===== config.mk =====
export PLATFORM = sky130hd
export DESIGN_NAME = lsu_dmem_resp
export DESIGN_NICKNAME = d
export VERILOG_FILES = /design/src/rtl/lsu_dmem_resp_pkg.sv /design/src/rtl/lsu_dmem_resp_chk.sv /design/src/rtl/lsu_load_align.sv /design/src/rtl/lsu_dmem_resp.sv
export SDC_FILE = /design/constraint.sdc
export NUM_CORES = 1
export LEC_CHECK = 0
export BUFFER_PORTS_ARGS = -buffer_cell sky130_fd_sc_hd__clkbuf_2
export CAP_MARGIN = 20
export CORE_MARGIN = 5
export CORE_UTILIZATION = 40
export CTS_CLUSTER_DIAMETER = 120
export DETAILED_ROUTE_END_ITERATION = 7
export PLACE_DENSITY = 0.72
export RECOVER_POWER = 100
export SLEW_MARGIN = 10
export SYNTH_ARGS = -nofsm -noshare
export SYNTH_HDL_FRONTEND = slang
export SYNTH_HIERARCHICAL = 1
export SYNTH_SLANG_ARGS = --single-unit

===== constraint.sdc =====
create_clock -name clk -period 1.7 [get_ports clk]
set_clock_uncertainty 0.2 [all_clocks]
set_input_delay 0.085 -clock clk [delete_from_list [all_inputs] [get_ports clk]]
set_output_delay 0.085 -clock clk [all_outputs]
set_load 0.1 [all_outputs]

===== src/rtl/lsu_dmem_resp_pkg.sv =====
// ---------------------------------------------------------------------------
// lsu_dmem_resp_pkg
//   Shared types for the LSU data-memory responder. Contents:
//     iq_lsu_pkg_t   - request from the issue queue
//     exc_info_t     - execute-stage exception information
//     lsu_iq_pkg_t   - response to the issue queue
//     decode_info_t  - decode info carried alongside a request
//     lsu_state_e    - responder state encoding
//   Also holds the ALE exception code, the msize encodings, reset values and
//   small helpers for the alignment and read-mask rules.
// ---------------------------------------------------------------------------
package lsu_dmem_resp_pkg;

    localparam logic [5:0] ECODE_ALE  = 6'h09;

    localparam logic [1:0] MSIZE_BYTE = 2'd0;
    localparam logic [1:0] MSIZE_HALF = 2'd1;
    localparam logic [1:0] MSIZE_WORD = 2'd2;

    typedef struct packed {
        logic [31:0] vaddr;
        logic [31:0] wdata;      // already shifted into its byte lanes
        logic [3:0]  strb;       // 0 for loads
        logic [3:0]  rmask;
        logic [1:0]  msize;
        logic        msigned;
        logic [3:0]  wid;
        logic [4:0]  cache_code;
        logic        is_cacop;
    } iq_lsu_pkg_t;

    typedef struct packed {
        logic        execute_exception;
        logic [5:0]  exc_code;
        logic [31:0] badv;
    } exc_info_t;

    typedef struct packed {
        logic [31:0] rdata;
        exc_info_t   execute_exc_info;
    } lsu_iq_pkg_t;

    typedef struct packed {
        logic [31:0] pc;
        logic [4:0]  rd;
        logic        wb_en;
        logic [7:0]  uop;
    } decode_info_t;

    typedef enum logic [2:0] {
        LSU_IDLE  = 3'd0,
        LSU_REQ   = 3'd1,
        LSU_WAIT  = 3'd2,
        LSU_RESP  = 3'd3,
        LSU_DRAIN = 3'd4
    } lsu_state_e;

    localparam exc_info_t EXC_INFO_NULL = '{
        execute_exception: 1'b0,
        exc_code:          6'h00,
        badv:              32'h0000_0000
    };

    localparam lsu_iq_pkg_t LSU_IQ_RESP_NULL = '{
        rdata:            32'h0000_0000,
        execute_exc_info: EXC_INFO_NULL
    };

    localparam decode_info_t DECODE_INFO_NULL = '{
        pc:    32'h0000_0000,
        rd:    5'd0,
        wb_en: 1'b0,
        uop:   8'h00
    };

    // Half-words need an even address, words a word-aligned address.
    function automatic logic is_misaligned(input logic [1:0] off, input logic [1:0] msize);
        logic mis;
        case (msize)
            MSIZE_HALF: mis = off[0];
            MSIZE_WORD: mis = (off != 2'b00);
            default:    mis = 1'b0;
        endcase
        return mis;
    endfunction

    // Byte lanes an aligned load of this size touches.
    function automatic logic [3:0] load_rmask(input logic [1:0] off, input logic [1:0] msize);
        logic [3:0] m;
        case (msize)
            MSIZE_BYTE: m = 4'b0001 << off;
            MSIZE_HALF: m = 4'b0011 << off;
            MSIZE_WORD: m = 4'b1111;
            default:    m = 4'b0000;
        endcase
        return m;
    endfunction

endpackage


===== src/rtl/lsu_dmem_resp_chk.sv =====
// ---------------------------------------------------------------------------
// lsu_dmem_resp_chk
//   Simulation-only protocol checker for lsu_dmem_resp. Produces no outputs.
//   Checks: memory responses only while one is outstanding, memory request
//   held stable while stalled, rmask consistent with size/offset for aligned
//   loads, and a watchdog bounding time spent waiting on memory.
// Parameters
//   MEM_LAT_MAX  longest legal stay in WAIT/DRAIN, in cycles
// ---------------------------------------------------------------------------
module lsu_dmem_resp_chk
    import lsu_dmem_resp_pkg::*;
#(
    parameter int unsigned MEM_LAT_MAX = 32'd16
) (
    input logic        clk,
    input logic        rst_n,
    input logic        flush,
    input lsu_state_e  state,
    input logic        accept,
    input logic [1:0]  req_off,
    input logic [1:0]  req_msize,
    input logic [3:0]  req_strb,
    input logic [3:0]  req_rmask,
    input logic        req_is_cacop,
    input logic        mem_req_valid,
    input logic        mem_req_ready,
    input logic [31:0] mem_addr,
    input logic [3:0]  mem_strb,
    input logic [31:0] mem_wdata,
    input logic        mem_resp_valid
);

    int unsigned lat_cnt_r;
    logic        rmask_checked_s;
    logic        rmask_ok_s;

    // Count consecutive cycles spent waiting on the memory.
    always_ff @(posedge clk) begin
        if (!rst_n) begin
            lat_cnt_r <= 32'd0;
        end else if (state == LSU_WAIT || state == LSU_DRAIN) begin
            lat_cnt_r <= lat_cnt_r + 32'd1;
        end else begin
            lat_cnt_r <= 32'd0;
        end
    end

    // rmask is only meaningful for aligned, non-cacop loads.
    always_comb begin
        rmask_checked_s = 1'b0;
        rmask_ok_s      = 1'b1;
        if (accept && req_strb == 4'h0 && !req_is_cacop && !is_misaligned(req_off, req_msize)) begin
            rmask_checked_s = 1'b1;
            rmask_ok_s      = (req_rmask == load_rmask(req_off, req_msize));
        end else begin
            rmask_checked_s = 1'b0;
            rmask_ok_s      = 1'b1;
        end
    end

    a_resp_outstanding: assert property (@(posedge clk) disable iff (!rst_n)
        mem_resp_valid |-> (state == LSU_WAIT || state == LSU_DRAIN));

    a_req_stable: assert property (@(posedge clk) disable iff (!rst_n)
        (mem_req_valid && !mem_req_ready && !flush) |=>
            (mem_req_valid && $stable(mem_addr) && $stable(mem_strb) && $stable(mem_wdata)));

    a_rmask_match: assert property (@(posedge clk) disable iff (!rst_n)
        rmask_checked_s |-> rmask_ok_s);

    a_mem_watchdog: assert property (@(posedge clk) disable iff (!rst_n)
        lat_cnt_r <= MEM_LAT_MAX);

endmodule


===== src/rtl/lsu_load_align.sv =====
// ---------------------------------------------------------------------------
// lsu_load_align
//   Combinational load formatter: moves the addressed byte lane of the raw
//   memory word down to bit 0, then zero- or sign-extends a byte, half-word or
//   word to 32 bits.
// Ports
//   rdata_raw  in  32  raw word from memory
//   byte_off   in  2   vaddr[1:0] of the load
//   msize      in  2   0 byte, 1 half, 2 word
//   msigned    in  1   sign-extend when set
//   rdata      out 32  formatted load data
// ---------------------------------------------------------------------------
module lsu_load_align
    import lsu_dmem_resp_pkg::*;
(
    input  logic [31:0] rdata_raw,
    input  logic [1:0]  byte_off,
    input  logic [1:0]  msize,
    input  logic        msigned,
    output logic [31:0] rdata
);

    logic [31:0] shifted_s;
    logic        sign_s;

    assign shifted_s = rdata_raw >> {byte_off, 3'b000};

    // Size selection and extension of the lane-aligned word.
    always_comb begin
        rdata  = shifted_s;
        sign_s = 1'b0;
        case (msize)
            MSIZE_BYTE: begin
                sign_s = msigned & shifted_s[7];
                rdata  = {{24{sign_s}}, shifted_s[7:0]};
            end
            MSIZE_HALF: begin
                sign_s = msigned & shifted_s[15];
                rdata  = {{16{sign_s}}, shifted_s[15:0]};
            end
            MSIZE_WORD: begin
                rdata  = shifted_s;
            end
            default: begin
                rdata  = shifted_s;
            end
        endcase
    end

endmodule


===== src/rtl/lsu_dmem_resp.sv =====
// ---------------------------------------------------------------------------
// lsu_dmem_resp
//   Responder for the IQ->LSU request / LSU->IQ response handshake. Accepts
//   one load/store at a time, optionally checks alignment, performs a single
//   word access on the data-memory port, formats load data and returns the
//   response together with the request's decode info. vaddr is used as paddr.
//
//   Build option LSU_ALE_CHECK_EN: when defined, misaligned half/word accesses
//   raise ECODE_ALE with badv = vaddr and never reach memory. When undefined,
//   no alignment check is made and the exception fields are always zero.
//
// Parameters
//   MEM_LAT_MAX       watchdog bound for WAIT/DRAIN (checker only)
// Ports
//   clk, rst_n        clock, synchronous active-low reset
//   flush             pipeline flush (abandons the current request)
//   iq_lsu_valid_i / iq_lsu_ready_o / iq_lsu_req_i / iq_lsu_di_i
//                     request channel; ready only in IDLE
//   lsu_iq_valid_o / lsu_iq_ready_i / lsu_iq_resp_o / lsu_iq_di_o
//                     response channel
//   mem_req_valid_o / mem_req_ready_i / mem_addr_o / mem_strb_o / mem_wdata_o
//                     memory request; strb 0 means read
//   mem_resp_valid_i / mem_rdata_i
//                     one response per accepted memory request
// ---------------------------------------------------------------------------
module lsu_dmem_resp
    import lsu_dmem_resp_pkg::*;
#(
    parameter int unsigned MEM_LAT_MAX = 32'd16
) (
    input  logic         clk,
    input  logic         rst_n,
    input  logic         flush,
    input  logic         iq_lsu_valid_i,
    output logic         iq_lsu_ready_o,
    input  iq_lsu_pkg_t  iq_lsu_req_i,
    input  decode_info_t iq_lsu_di_i,
    output logic         lsu_iq_valid_o,
    input  logic         lsu_iq_ready_i,
    output lsu_iq_pkg_t  lsu_iq_resp_o,
    output decode_info_t lsu_iq_di_o,
    output logic         mem_req_valid_o,
    input  logic         mem_req_ready_i,
    output logic [31:0]  mem_addr_o,
    output logic [3:0]   mem_strb_o,
    output logic [31:0]  mem_wdata_o,
    input  logic         mem_resp_valid_i,
    input  logic [31:0]  mem_rdata_i
);

    lsu_state_e   state_r;
    lsu_state_e   state_nxt_s;

    logic         accept_s;
    logic         ale_s;
    logic         bypass_s;
    exc_info_t    exc_nxt_s;

    logic [1:0]   byte_off_r;
    logic [1:0]   msize_r;
    logic         msigned_r;
    logic [31:0]  mem_addr_r;
    logic [3:0]   mem_strb_r;
    logic [31:0]  mem_wdata_r;
    lsu_iq_pkg_t  resp_r;
    decode_info_t di_r;
    logic [31:0]  rdata_fmt_s;

    // wid and cache_code ride along for other consumers; nothing here uses them.
    logic         unused_req_fields_s;
    assign unused_req_fields_s = ^{iq_lsu_req_i.wid, iq_lsu_req_i.cache_code};

    assign accept_s = iq_lsu_valid_i & iq_lsu_ready_o;

`ifdef LSU_ALE_CHECK_EN
    // cacop never faults, even with a misaligned vaddr.
    assign ale_s = is_misaligned(iq_lsu_req_i.vaddr[1:0], iq_lsu_req_i.msize) & ~iq_lsu_req_i.is_cacop;
`else
    assign ale_s = 1'b0;
`endif

    // Faulting requests and cacops are answered without touching memory.
    assign bypass_s = ale_s | iq_lsu_req_i.is_cacop;

    // Exception fields captured with the request.
    always_comb begin
        exc_nxt_s = EXC_INFO_NULL;
        if (ale_s) begin
            exc_nxt_s.execute_exception = 1'b1;
            exc_nxt_s.exc_code          = ECODE_ALE;
            exc_nxt_s.badv              = iq_lsu_req_i.vaddr;
        end else begin
            exc_nxt_s = EXC_INFO_NULL;
        end
    end

    lsu_load_align u_load_align (
        .rdata_raw (mem_rdata_i),
        .byte_off  (byte_off_r),
        .msize     (msize_r),
        .msigned   (msigned_r),
        .rdata     (rdata_fmt_s)
    );

    // State register.
    always_ff @(posedge clk) begin
        if (!rst_n) begin
            state_r <= LSU_IDLE;
        end else begin
            state_r <= state_nxt_s;
        end
    end

    // Next-state logic; flush abandons the request but a memory response
    // already owed must still be absorbed in DRAIN.
    always_comb begin
        state_nxt_s = state_r;
        case (state_r)
            LSU_IDLE: begin
                if (flush) begin
                    state_nxt_s = LSU_IDLE;
                end else if (iq_lsu_valid_i) begin
                    state_nxt_s = bypass_s ? LSU_RESP : LSU_REQ;
                end else begin
                    state_nxt_s = LSU_IDLE;
                end
            end
            LSU_REQ: begin
                if (flush) begin
                    state_nxt_s = mem_req_ready_i ? LSU_DRAIN : LSU_IDLE;
                end else begin
                    state_nxt_s = mem_req_ready_i ? LSU_WAIT : LSU_REQ;
                end
            end
            LSU_WAIT: begin
                if (flush) begin
                    state_nxt_s = mem_resp_valid_i ? LSU_IDLE : LSU_DRAIN;
                end else begin
                    state_nxt_s = mem_resp_valid_i ? LSU_RESP : LSU_WAIT;
                end
            end
            LSU_RESP: begin
                if (flush || lsu_iq_ready_i) begin
                    state_nxt_s = LSU_IDLE;
                end else begin
                    state_nxt_s = LSU_RESP;
                end
            end
            LSU_DRAIN: begin
                // The owed response ends DRAIN whether or not flush is high.
                if (mem_resp_valid_i) begin
                    state_nxt_s = LSU_IDLE;
                end else begin
                    state_nxt_s = LSU_DRAIN;
                end
            end
            default: begin
                state_nxt_s = LSU_IDLE;
            end
        endcase
    end

    // Handshake outputs decoded from the registered state.
    always_comb begin
        iq_lsu_ready_o  = 1'b0;
        mem_req_valid_o = 1'b0;
        lsu_iq_valid_o  = 1'b0;
        case (state_r)
            LSU_IDLE: iq_lsu_ready_o  = 1'b1;
            LSU_REQ:  mem_req_valid_o = 1'b1;
            LSU_RESP: lsu_iq_valid_o  = 1'b1;
            default: begin
                iq_lsu_ready_o  = 1'b0;
                mem_req_valid_o = 1'b0;
                lsu_iq_valid_o  = 1'b0;
            end
        endcase
    end

    // Request capture, load data write-back and response register.
    always_ff @(posedge clk) begin
        if (!rst_n || flush) begin
            byte_off_r  <= 2'b00;
            msize_r     <= 2'b00;
            msigned_r   <= 1'b0;
            mem_addr_r  <= 32'h0000_0000;
            mem_strb_r  <= 4'h0;
            mem_wdata_r <= 32'h0000_0000;
            resp_r      <= LSU_IQ_RESP_NULL;
            di_r        <= DECODE_INFO_NULL;
        end else if (accept_s) begin
            byte_off_r              <= iq_lsu_req_i.vaddr[1:0];
            msize_r                 <= iq_lsu_req_i.msize;
            msigned_r               <= iq_lsu_req_i.msigned;
            mem_addr_r              <= {iq_lsu_req_i.vaddr[31:2], 2'b00};
            mem_strb_r              <= iq_lsu_req_i.strb;
            mem_wdata_r             <= iq_lsu_req_i.wdata;
            resp_r.rdata            <= 32'h0000_0000;
            resp_r.execute_exc_info <= exc_nxt_s;
            di_r                    <= iq_lsu_di_i;
        end else if (state_r == LSU_WAIT && mem_resp_valid_i) begin
            // A store's ack carries no load data.
            resp_r.rdata <= (mem_strb_r != 4'h0) ? 32'h0000_0000 : rdata_fmt_s;
        end
    end

    assign mem_addr_o    = mem_addr_r;
    assign mem_strb_o    = mem_strb_r;
    assign mem_wdata_o   = mem_wdata_r;
    assign lsu_iq_resp_o = resp_r;
    assign lsu_iq_di_o   = di_r;

    lsu_dmem_resp_chk #(
        .MEM_LAT_MAX (MEM_LAT_MAX)
    ) u_chk (
        .clk            (clk),
        .rst_n          (rst_n),
        .flush          (flush),
        .state          (state_r),
        .accept         (accept_s),
        .req_off        (iq_lsu_req_i.vaddr[1:0]),
        .req_msize      (iq_lsu_req_i.msize),
        .req_strb       (iq_lsu_req_i.strb),
        .req_rmask      (iq_lsu_req_i.rmask),
        .req_is_cacop   (iq_lsu_req_i.is_cacop),
        .mem_req_valid  (mem_req_valid_o),
        .mem_req_ready  (mem_req_ready_i),
        .mem_addr       (mem_addr_o),
        .mem_strb       (mem_strb_o),
        .mem_wdata      (mem_wdata_o),
        .mem_resp_valid (mem_resp_valid_i)
    );

endmodule

==> results of run 1 <==
[path summary, 6_finish.rpt]
kind / slack [ns] / cells past startpoint / from / endpoint
max: -0.05 / 4 / state_r[0] / lsu_iq_di_o[28]
max reg2reg: -0.05 / 4 / state_r[0] / lsu_iq_di_o[28]
min reg2reg: 0.25 / 2 / lsu_iq_resp_o[46] / lsu_iq_resp_o[46]
min: 0.05 / 5 / mem_rdata_i[23] / lsu_iq_resp_o[62]
[cells by family after synthesis]
family | synth area share, %
AOI/OAI and AO/OA | 17.8
xor gates and xnor gates | 0.134
buffers and inverters | 10.5
DFF | 46.5
muxes | 2.89
other | 0.0573
and+or+nand+nor | 22.1
[final cells by class]
cell class                 count  area (um2)  share of cell area [%]
tap                          216         270                    2.48
antenna                        1        2.50                  0.0230
clock buffer                  18         439                    4.03
inverter                       1        3.75                  0.0344
multi-input combinational    610        3150                    28.9
clock inverter                14         135                    1.24
timing repair buffer         509        3850                    35.3
sequential                   152        3050                    28.0
[sequential cells by signal, summed over array words and instances, names as in the netlist]
register,cells
msigned_r,1
mem_wdata_o,32
lsu_iq_di_o,46
state_r,3
byte_off_r,2
mem_strb_o,4
msize_r,2
lsu_iq_resp_o,32
mem_addr_o,30
[metrics by stage]
| step | total power [mW] | instances | worst slack (ns) | setup TNS (ns) |
|---|---|---|---|---|
| floorplan | 5.52 | 871 | -0.165 | -0.165 |
| global placement | 5.97 | 1328 | -0.0609 | -1.70 |
| detailed placement | 5.98 | 1328 | -0.0803 | -4.20 |
| CTS | 9.92 | 1508 | -0.0360 | -0.0422 |
| global route | 10.4 | 1520 | -0.0764 | -4.95 |
| finish | 10.1 | 1521 | -0.0531 | -0.392 |
[critical path, stage by stage, from the launching register on]
cell,delay (ns)
dfxtp_1,0.32
or4b_4,0.68
buf_6,0.22
nand2_1,0.13
a21oi_2,0.08
[power by group through the flow]
stage	registers [mW]	logic (mW)	clock network, mW
after floorplan	4.45	1.07	0
after global placement	3.79	2.18	0
after detailed placement	3.80	2.19	0
after CTS	3.72	2.49	3.72
after global routing	3.73	2.81	3.86
final	3.72	2.70	3.65
[per-layer routing]
layer  vias up  routed length, um
met4         0               1500
met5         -                  0
met3        92               2370
met2       457              13500
met1      3493               9260
li1       3607                  -
[layout by cell type, fill, tap and decap left out, drive strengths merged, types with 2 or more instances in the layout]
cell type,netlist,layout
clkbuf,28,325
nand2,270,270
a21oi,165,165
dfxtp,152,152
dlygate4sd3,0,142
buf,80,60
conb,1,41
nand3,32,32
mux2i,17,17
nor2b,10,10
a211oi,8,8
o2bb2ai,8,8
or2,8,8
o22ai,8,8
inv,1,8
a21boi,8,8
nor2,5,5
clkinv,0,5
nor3,4,4
nand2b,4,4
o21ai,3,3
clkinvlp,0,2
o221ai,2,2
[what timing repair did]
item,4_1_cts,5_1_grt
pin swaps,2,12
endpoints found under the hold margin,142,0
buffers inserted,6,3
gates resized for setup,20,50
cloned,0,9
hold buffers,142,0
setup endpoints to repair,133,149
==> results.md, run 1 <==
* GR Overflow Total at 0
* Comb power frac at 26.8%
* Worst VDD drop at 0.668 mV
* Max-slew violation count at 0
* Die height at 138 um
* Main area contributors after synthesis: dfxtp_1 (47%), nand2_1 (15%), a21oi_1 (13%), buf_4 (4.7%), mux2i_1 (2.4%)
* Detailed-route wire length at 26600 um
* Max Buffers Root-to-Sink at 2
* Met2 GRT Util at 43.8%
* Min Hold Slack at 0.0499 ns
* Worst EP arrival at 1.85 ns
* Seq pwr share at 37.0%
* Average routed wire per standard cell at 17.5 um
* Number of buffers created by CTS at 17
* Largest net degree at the start of global routing at 74
* Area Overhead vs Synth at 66.7%
* CP Launch Type: register
* Worst Max-Slew Pin Slew at 0.616 ns
* Worst hold-check path type: in -> reg
* CTS sink count at 152
* Power Dens Cells at 924 nW/um2
* Slew headroom at 59.1%
* EDFF count, synth at 0
* Initial antenna violation count at 0
* Count of final setup violators at 34
* # H-tree levels at 4
* Design Area, Final at 10900 um2
* Clock slew at reported path FFs at 0.07 ns
* Post-DRT Antenna Nets at 0
* Ys flop type: dfxtp_1
* Chip Width at 138 um
* I/O pin cnt at 358
* Mapped Cells at 831
* Post-DP HPWL at 15800 um
* Synth top cells by count: nand2_1 (270), a21oi_1 (165), dfxtp_1 (152)
* Sw Share at 35.8%
* CP max FO at 16
* Port bufs at 303
* Final setup margin at -0.0531 ns
* GR Util All Layers at 24.9%
* Yosys top cell by area: dfxtp_1
* Starting density of the core at 41.0%
* CTS tree: built
* Root Driver: clkbuf_16
* Cell variety after synth at 45
* Gpl congestion at 0.848
* Mapped cell area at 6540 um2
* Final hold viol count at 0
* Latest clock arrival within the worst-skew pair at 0.41 ns
* Yosys reg bits at 152
* Sw Pwr at 3.60 mW
* CP endpoint kind: register
* Core area at 15900 um2
* Total of max-cap violations at 0
* Via/cell ratio at 5.03
* Failing checks: setup timing
* Internal at 6.47 mW
* Crit share post-route at 103%
* Synth Area per Inst at 7.87 um2
* Die footprint at 19000 um2
* First-pass GRT wire length at 37400 um
* Top-count cell post-synth: nand2_1
* Clock share of power at 36.3%
* Fill count at 1163
* Post-synth ARST share at 0%
* Outcome: complete, but fails checks
* Finished Core Util at 68.4%
* DRC at 0
* Max Fclk at 570 MHz
* DP Area at 8400 um2
* RSZ-0062 raised after global routing: true
* Crit Path Class: reg -> reg
* GRT busiest layer: met2
* Vias at 7649
* Met1 Usage GRT at 26.6%
* Critical Path RT at 1.79 ns
* Vias in the first global route at 7534
* Synth warnings at 6
* Post-route minimum period at 1.75 ns
* Sequential fraction of the synthesis area at 46.5%
* Initial DRC count at 501
* LEAKAGE at 4.79 nW
* Post-synth top area share at 46.5%
* Final Net Count at 1461
* GR Util met3 at 7.22%
* Num rows at 46
* Drt pass-1 iters at 5
* Layout cells sized above 1 at 34.2%
No activity file was read; power rests on OpenSTA's default activity.
==> run 2, diff against run 1 <==
--- a/config.mk
+++ b/config.mk
@@ -11,8 +11,10 @@
 export CORE_UTILIZATION = 40
 export CTS_CLUSTER_DIAMETER = 120
 export DETAILED_ROUTE_END_ITERATION = 7
+export GPL_TIMING_DRIVEN = 0
 export PLACE_DENSITY = 0.72
 export RECOVER_POWER = 100
+export REMOVE_ABC_BUFFERS = 1
 export SLEW_MARGIN = 10
 export SYNTH_ARGS = -nofsm -noshare
 export SYNTH_HDL_FRONTEND = slang
==> run 2 against run 1 <==
The flow still finishes with violations (setup timing). Cell count increased by 2.2%. Register-to-register slack got worse by 0.20 ns. Worst hold slack improved by 0.028 ns. Sequential share of layout area decreased by 2.6 points. Maximum frequency decreased by 10%. Utilization increased by 7.2 points. Clock power increased by 11%. Power increased by 8.5%. Largest power group is now clock.
==> results.md, run 2 (same netlist as run 1, synthesis figures left out) <==
* CP endpoint kind: register
* Tot Pwr at 10.9 mW
* Post-route minimum period at 1.96 ns
* Worst VDD drop at 0.824 mV
* RR Startpoint: state_r[2]
* Sw Pwr at 3.86 mW
* Crit Path Class: reg -> reg
* Critical path startpoint: state_r[2]
* Setup TNS at -20.03 ns
* Max Fclk at 511 MHz
* Worst hold start: mem_rdata_i[0]
* Max-slew violation count at 0
* Latest clock arrival within the worst-skew pair at 0.42 ns
* Area occupied by multi-input gates at 3920 um2
* Average routed wire per standard cell at 22.4 um
* Internal at 7.07 mW
* Count of final setup violators at 152
* Max Buffers Root-to-Sink at 2
* Register area at 3060 um2
* Post-DRT Antenna Nets at 0
* DP Area at 8070 um2
* Critical Path RT at 1.74 ns
* Vias in the first global route at 8166
* Root Driver: clkbuf_16
* Finished Core Util at 75.6%
* CP max FO at 8
* Initial DRC count at 728
* CP Launch Type: register
* Starting density of the core at 41.0%
* Chip Width at 138 um
* DP Cell Count at 1305
* Via/cell ratio at 5.58
* Total of max-cap violations at 0
* Die footprint at 19000 um2
* Worst Max-Slew Pin Slew at 0.898 ns
* Initial antenna violation count at 1
* Crit share post-route at 115%
* GR Util All Layers at 29.3%
* # H-tree levels at 4
* Sw Share at 35.3%
* Num rows at 46
* Gpl congestion at 0.781
* Outcome: complete, but fails checks
* Dpl ws at -1.05 ns
* Detailed-route wire length at 34900 um
* Final Net Count at 1493
* RSZ-0062 raised after global routing: true
* I/O pin cnt at 358
* Clock share of power at 37.2%
* Drt pass-1 iters at 6
* Core area at 15900 um2
* Post-DP HPWL at 15200 um
* Clock slew at reported path FFs at 0.07 ns
* Largest net degree at the start of global routing at 62
* Die height at 138 um
* Port bufs at 303
* Design Area, Final at 12100 um2
* CTS tree: built
* Seq pwr share at 34.3%
* Fill count at 923
* Comb power frac at 28.5%
* Area Overhead vs Synth at 84.4%
* Failing checks: setup timing
* Final hold viol count at 0
* Largest register FFs at 46
* Min Hold Slack at 0.0777 ns
* Worst hold-check path type: in -> reg
* Layout cells sized above 1 at 46.9%
* Power Dens Cells at 907 nW/um2
* First-pass GRT wire length at 43200 um
* LEAKAGE at 5.22 nW
* Number of buffers created by CTS at 17
* CTS sink count at 152
* Worst EP arrival at 2.00 ns
* Vias at 8683
* Final setup margin at -0.256 ns
* DRC at 0
* Most frequent cells in the layout: clkbuf_2 (301), nand2_1 (187), dlygate4sd3_1 (148)
* Slew headroom at 40.1%
* Most common cell after layout, fill and taps aside: clkbuf_2
* Layout Cells excl Fill at 1555
* GR Overflow Total at 0
## run 2: timing repair
item                       CTS  global route
gates cloned                10            10
hold endpoints to repair   150             0
resized for setup          104           203
setup buffers               39            13
pin swaps                   91            63
hold buffers               148             0
setup endpoints to repair  153           153
## run 2: path summary, 6_finish.rpt
check	slack, ns	endpoint	cells past startpoint
worst max register to register	-0.26	mem_wdata_o[31]	5
worst min register to register	0.26	mem_addr_o[17]	2
worst max-delay path	-0.26	mem_wdata_o[31]	5
worst min-delay path	0.08	lsu_iq_resp_o[39]	6
## run 2: critical path: stages, from the launching register on
cell and delay [ns]:
dfxtp_4 0.38, or4b_4 0.61, buf_8 0.19, buf_16 0.15
nand2_1 0.12, a21oi_1 0.13
## run 2: power groups by stage
| stage | clock (mW) | sequential, mW | combinational (mW) |
|---|---|---|---|
| 2_1_floorplan | 0 | 4.47 | 0.942 |
| 3_3_place_gp | 0 | 3.80 | 2.02 |
| 3_5_place_dp | 0 | 3.81 | 2.08 |
| 4_1_cts | 4.06 | 3.72 | 2.68 |
| 5_1_grt | 4.24 | 3.76 | 3.20 |
| 6_report | 4.06 | 3.75 | 3.12 |
## run 2: cell type report
type                    count  area share (%)
multi-input cells         617            32.5
clock buffers              20            3.79
inverters                   1          0.0311
flip-flops and latches    152            25.4
repair buffers            534            34.6
diodes                      3          0.0623
clock inverters            12            1.36
well taps                 216            2.24
## run 2: metal layers
| metal | GRT usage (%) | vias up | part of all wire (%) | routed length, um |
|---|---|---|---|---|
| li1 | - | 3708 | - | - |
| met1 | 31.7 | 3978 | 32 | 11200 |
| met2 | 51.4 | 760 | 49 | 17000 |
| met3 | 6.68 | 237 | 10 | 3490 |
| met4 | 18.8 | 0 | 9.0 | 3130 |
| met5 | 0 | - | 0 | 0 |
==> run 3, diff against run 2 <==
--- a/config.mk
+++ b/config.mk
@@ -7,12 +7,12 @@
 export LEC_CHECK = 0
 export BUFFER_PORTS_ARGS = -buffer_cell sky130_fd_sc_hd__clkbuf_2
 export CAP_MARGIN = 20
-export CORE_MARGIN = 5
-export CORE_UTILIZATION = 40
+export CORE_AREA = 5 5 134 136
 export CTS_CLUSTER_DIAMETER = 120
 export DETAILED_ROUTE_END_ITERATION = 7
+export DIE_AREA = 0 0 139 141
 export GPL_TIMING_DRIVEN = 0
-export PLACE_DENSITY = 0.72
+export PLACE_DENSITY = 0.68
 export RECOVER_POWER = 100
 export REMOVE_ABC_BUFFERS = 1
 export SLEW_MARGIN = 10
==> constraint.sdc (replaced) <==
create_clock -name clk -period 2.1 [get_ports clk]
set_clock_uncertainty 0.2 [all_clocks]
set_input_delay 0.105 -clock clk [delete_from_list [all_inputs] [get_ports clk]]
set_output_delay 0.105 -clock clk [all_outputs]
set_load 0.1 [all_outputs]
==> run 3 against run 2 <==
The flow now finishes without violations. Combinational power is 37% lower. First-iteration DRC count is 52% lower. Maximum frequency is 3.7% lower. Sequential share of layout area is 4.7 points higher. Count of clock-buffer cells in the layout stayed put. Register-to-register slack better by 0.32 ns. Wire length is 29% lower. Critical path type unchanged.
==> results.md, run 3 (same netlist as run 1, synthesis figures left out) <==
* Root Driver: clkbuf_16
* Power Dens Cells at 779 nW/um2
* Count of final setup violators at 0
* Design Area, Final at 10200 um2
* Starting density of the core at 38.9%
* Most frequent cells in the layout: clkbuf_2 (303), nand2_1 (270), a21oi_1 (165)
* Post-DP HPWL at 15700 um
* Worst hold-check path type: in -> reg
* Via/cell ratio at 4.87
* Post-DRT Antenna Nets at 0
* Top Family by Delay on Critical Path: simple AND/OR/NAND/NOR gates
* Max Buffers Root-to-Sink at 2
* Final Net Count at 1427
* CP Cell Sequence: or4b_4 -> nand2b_4 -> buf_4 -> a21oi_1
* CTS sink count at 152
* Layout cells sized above 1 at 30.4%
* Latest clock arrival within the worst-skew pair at 0.42 ns
* Hold path depth at 5
* Critical-path top delay cell: or4b_4
* Largest register FFs at 46
* Average routed wire per standard cell at 16.6 um
* Detailed-route wire length at 24900 um
* Final hold viol count at 0
* Tot Pwr at 7.94 mW
* Num rows at 48
* Post-route minimum period at 2.03 ns
* LEAKAGE at 4.47 nW
* Chip Width at 139 um
* Most common cell after layout, fill and taps aside: clkbuf_2
* Dpl ws at -0.616 ns
* Slew headroom at 51.4%
* I/O pin cnt at 358
* Die footprint at 19600 um2
* First-pass GRT wire length at 38400 um
* Area Overhead vs Synth at 55.8%
* Crit Path Class: reg -> reg
* Initial antenna violation count at 3
* Finished Core Util at 60.6%
* Number of buffers created by CTS at 17
* Worst Max-Slew Pin Slew at 0.728 ns
* Critical path depth at 4
* Worst VDD drop at 0.537 mV
* Clock slew at reported path FFs at 0.06 ns
* Max Fclk at 492 MHz
* Die height at 141 um
* Core area at 16800 um2
* Critical path's largest stage delay at 0.72 ns
* DRC at 0
* Drt pass-1 iters at 5
* Gpl congestion at 0.847
* Initial DRC count at 347
* Outcome: finished, final reports clean
* Vias at 7292
* Worst EP arrival at 2.14 ns
* CTS tree: built
* Crit share post-route at 96.8%
* # H-tree levels at 4
* CP Launch Type: register
* Crit path buffers/inverters at 1
* Port bufs at 303
* Final setup margin at 0.0679 ns
* GR Overflow Total at 0
* Largest net degree at the start of global routing at 63
* Total of max-cap violations at 0
* Max-slew violation count at 0
* CP max FO at 19
* Critical Path RT at 2.21 ns
* Vias in the first global route at 7209
* RSZ-0062 raised after global routing: false
* Worst Reg2Reg Path Length in Cells at 4
* DP Area at 8080 um2
* GR Util All Layers at 24.4%
* CP endpoint kind: register
run 3: layer usage:
metal | vias up | track usage (%) | wire length, um
li1 | 3544 | - | -
met1 | 3337 | 27.1 | 9390
met2 | 347 | 42.7 | 12500
met3 | 60 | 7.84 | 2090
met4 | 4 | 10.9 | 870
met5 | - | 0 | 19
run 3: report_power, final:
group | internal (mW) | switching (mW) | total [mW]
clock | 1.68 | 1.26 | 2.94
combinational | 0.537 | 1.43 | 1.96
sequential | 2.96 | 0.0694 | 3.03
run 3: timing repair:
action                     CTS  global route
setup endpoints to repair  122            65
hold buffers               144             0
setup buffers                1             4
gates resized for setup     13             7
pin swaps                    2             2
gates cloned                 2             0
hold endpoints to repair   140             0
run 3: worst register-to-register path: cells and delay by family (launching register included):
kind                   cells  cell delay (ns)
AOI/OAI and AO/OA          1             0.07
buffers and inverters      1             0.28
DFF                        1             0.41
and+or+nand+nor            2             0.96
run 3: metrics by stage:
stage	TNS, ns	cells	hold slack, ns
finish	0	1496	0.0204
CTS	0	1491	0.0173
floorplan	-984.98	763	0.0410
global placement	-1715.44	1291	0.128
detailed placement	-36.93	1313	0.134
global route	0	1496	0.0774
run 3: worst paths after layout:
kind / startpoint / to / slack [ns]
max: state_r[2] / lsu_iq_resp_o[53] / 0.07
min: mem_rdata_i[23] / lsu_iq_resp_o[62] / 0.02
max reg2reg: state_r[2] / lsu_iq_resp_o[53] / 0.07
min reg2reg: lsu_iq_resp_o[41] / lsu_iq_resp_o[41] / 0.25
run 3: final cells by class:
cell class	instances	area [um2]
antenna	1	2.50
clock buffer	20	447
clock inverter	12	118
fill	1462	6630
inverter	1	3.75
multi-input combinational	612	3070
sequential	152	3060
tap	225	282
timing repair buffer	473	3210
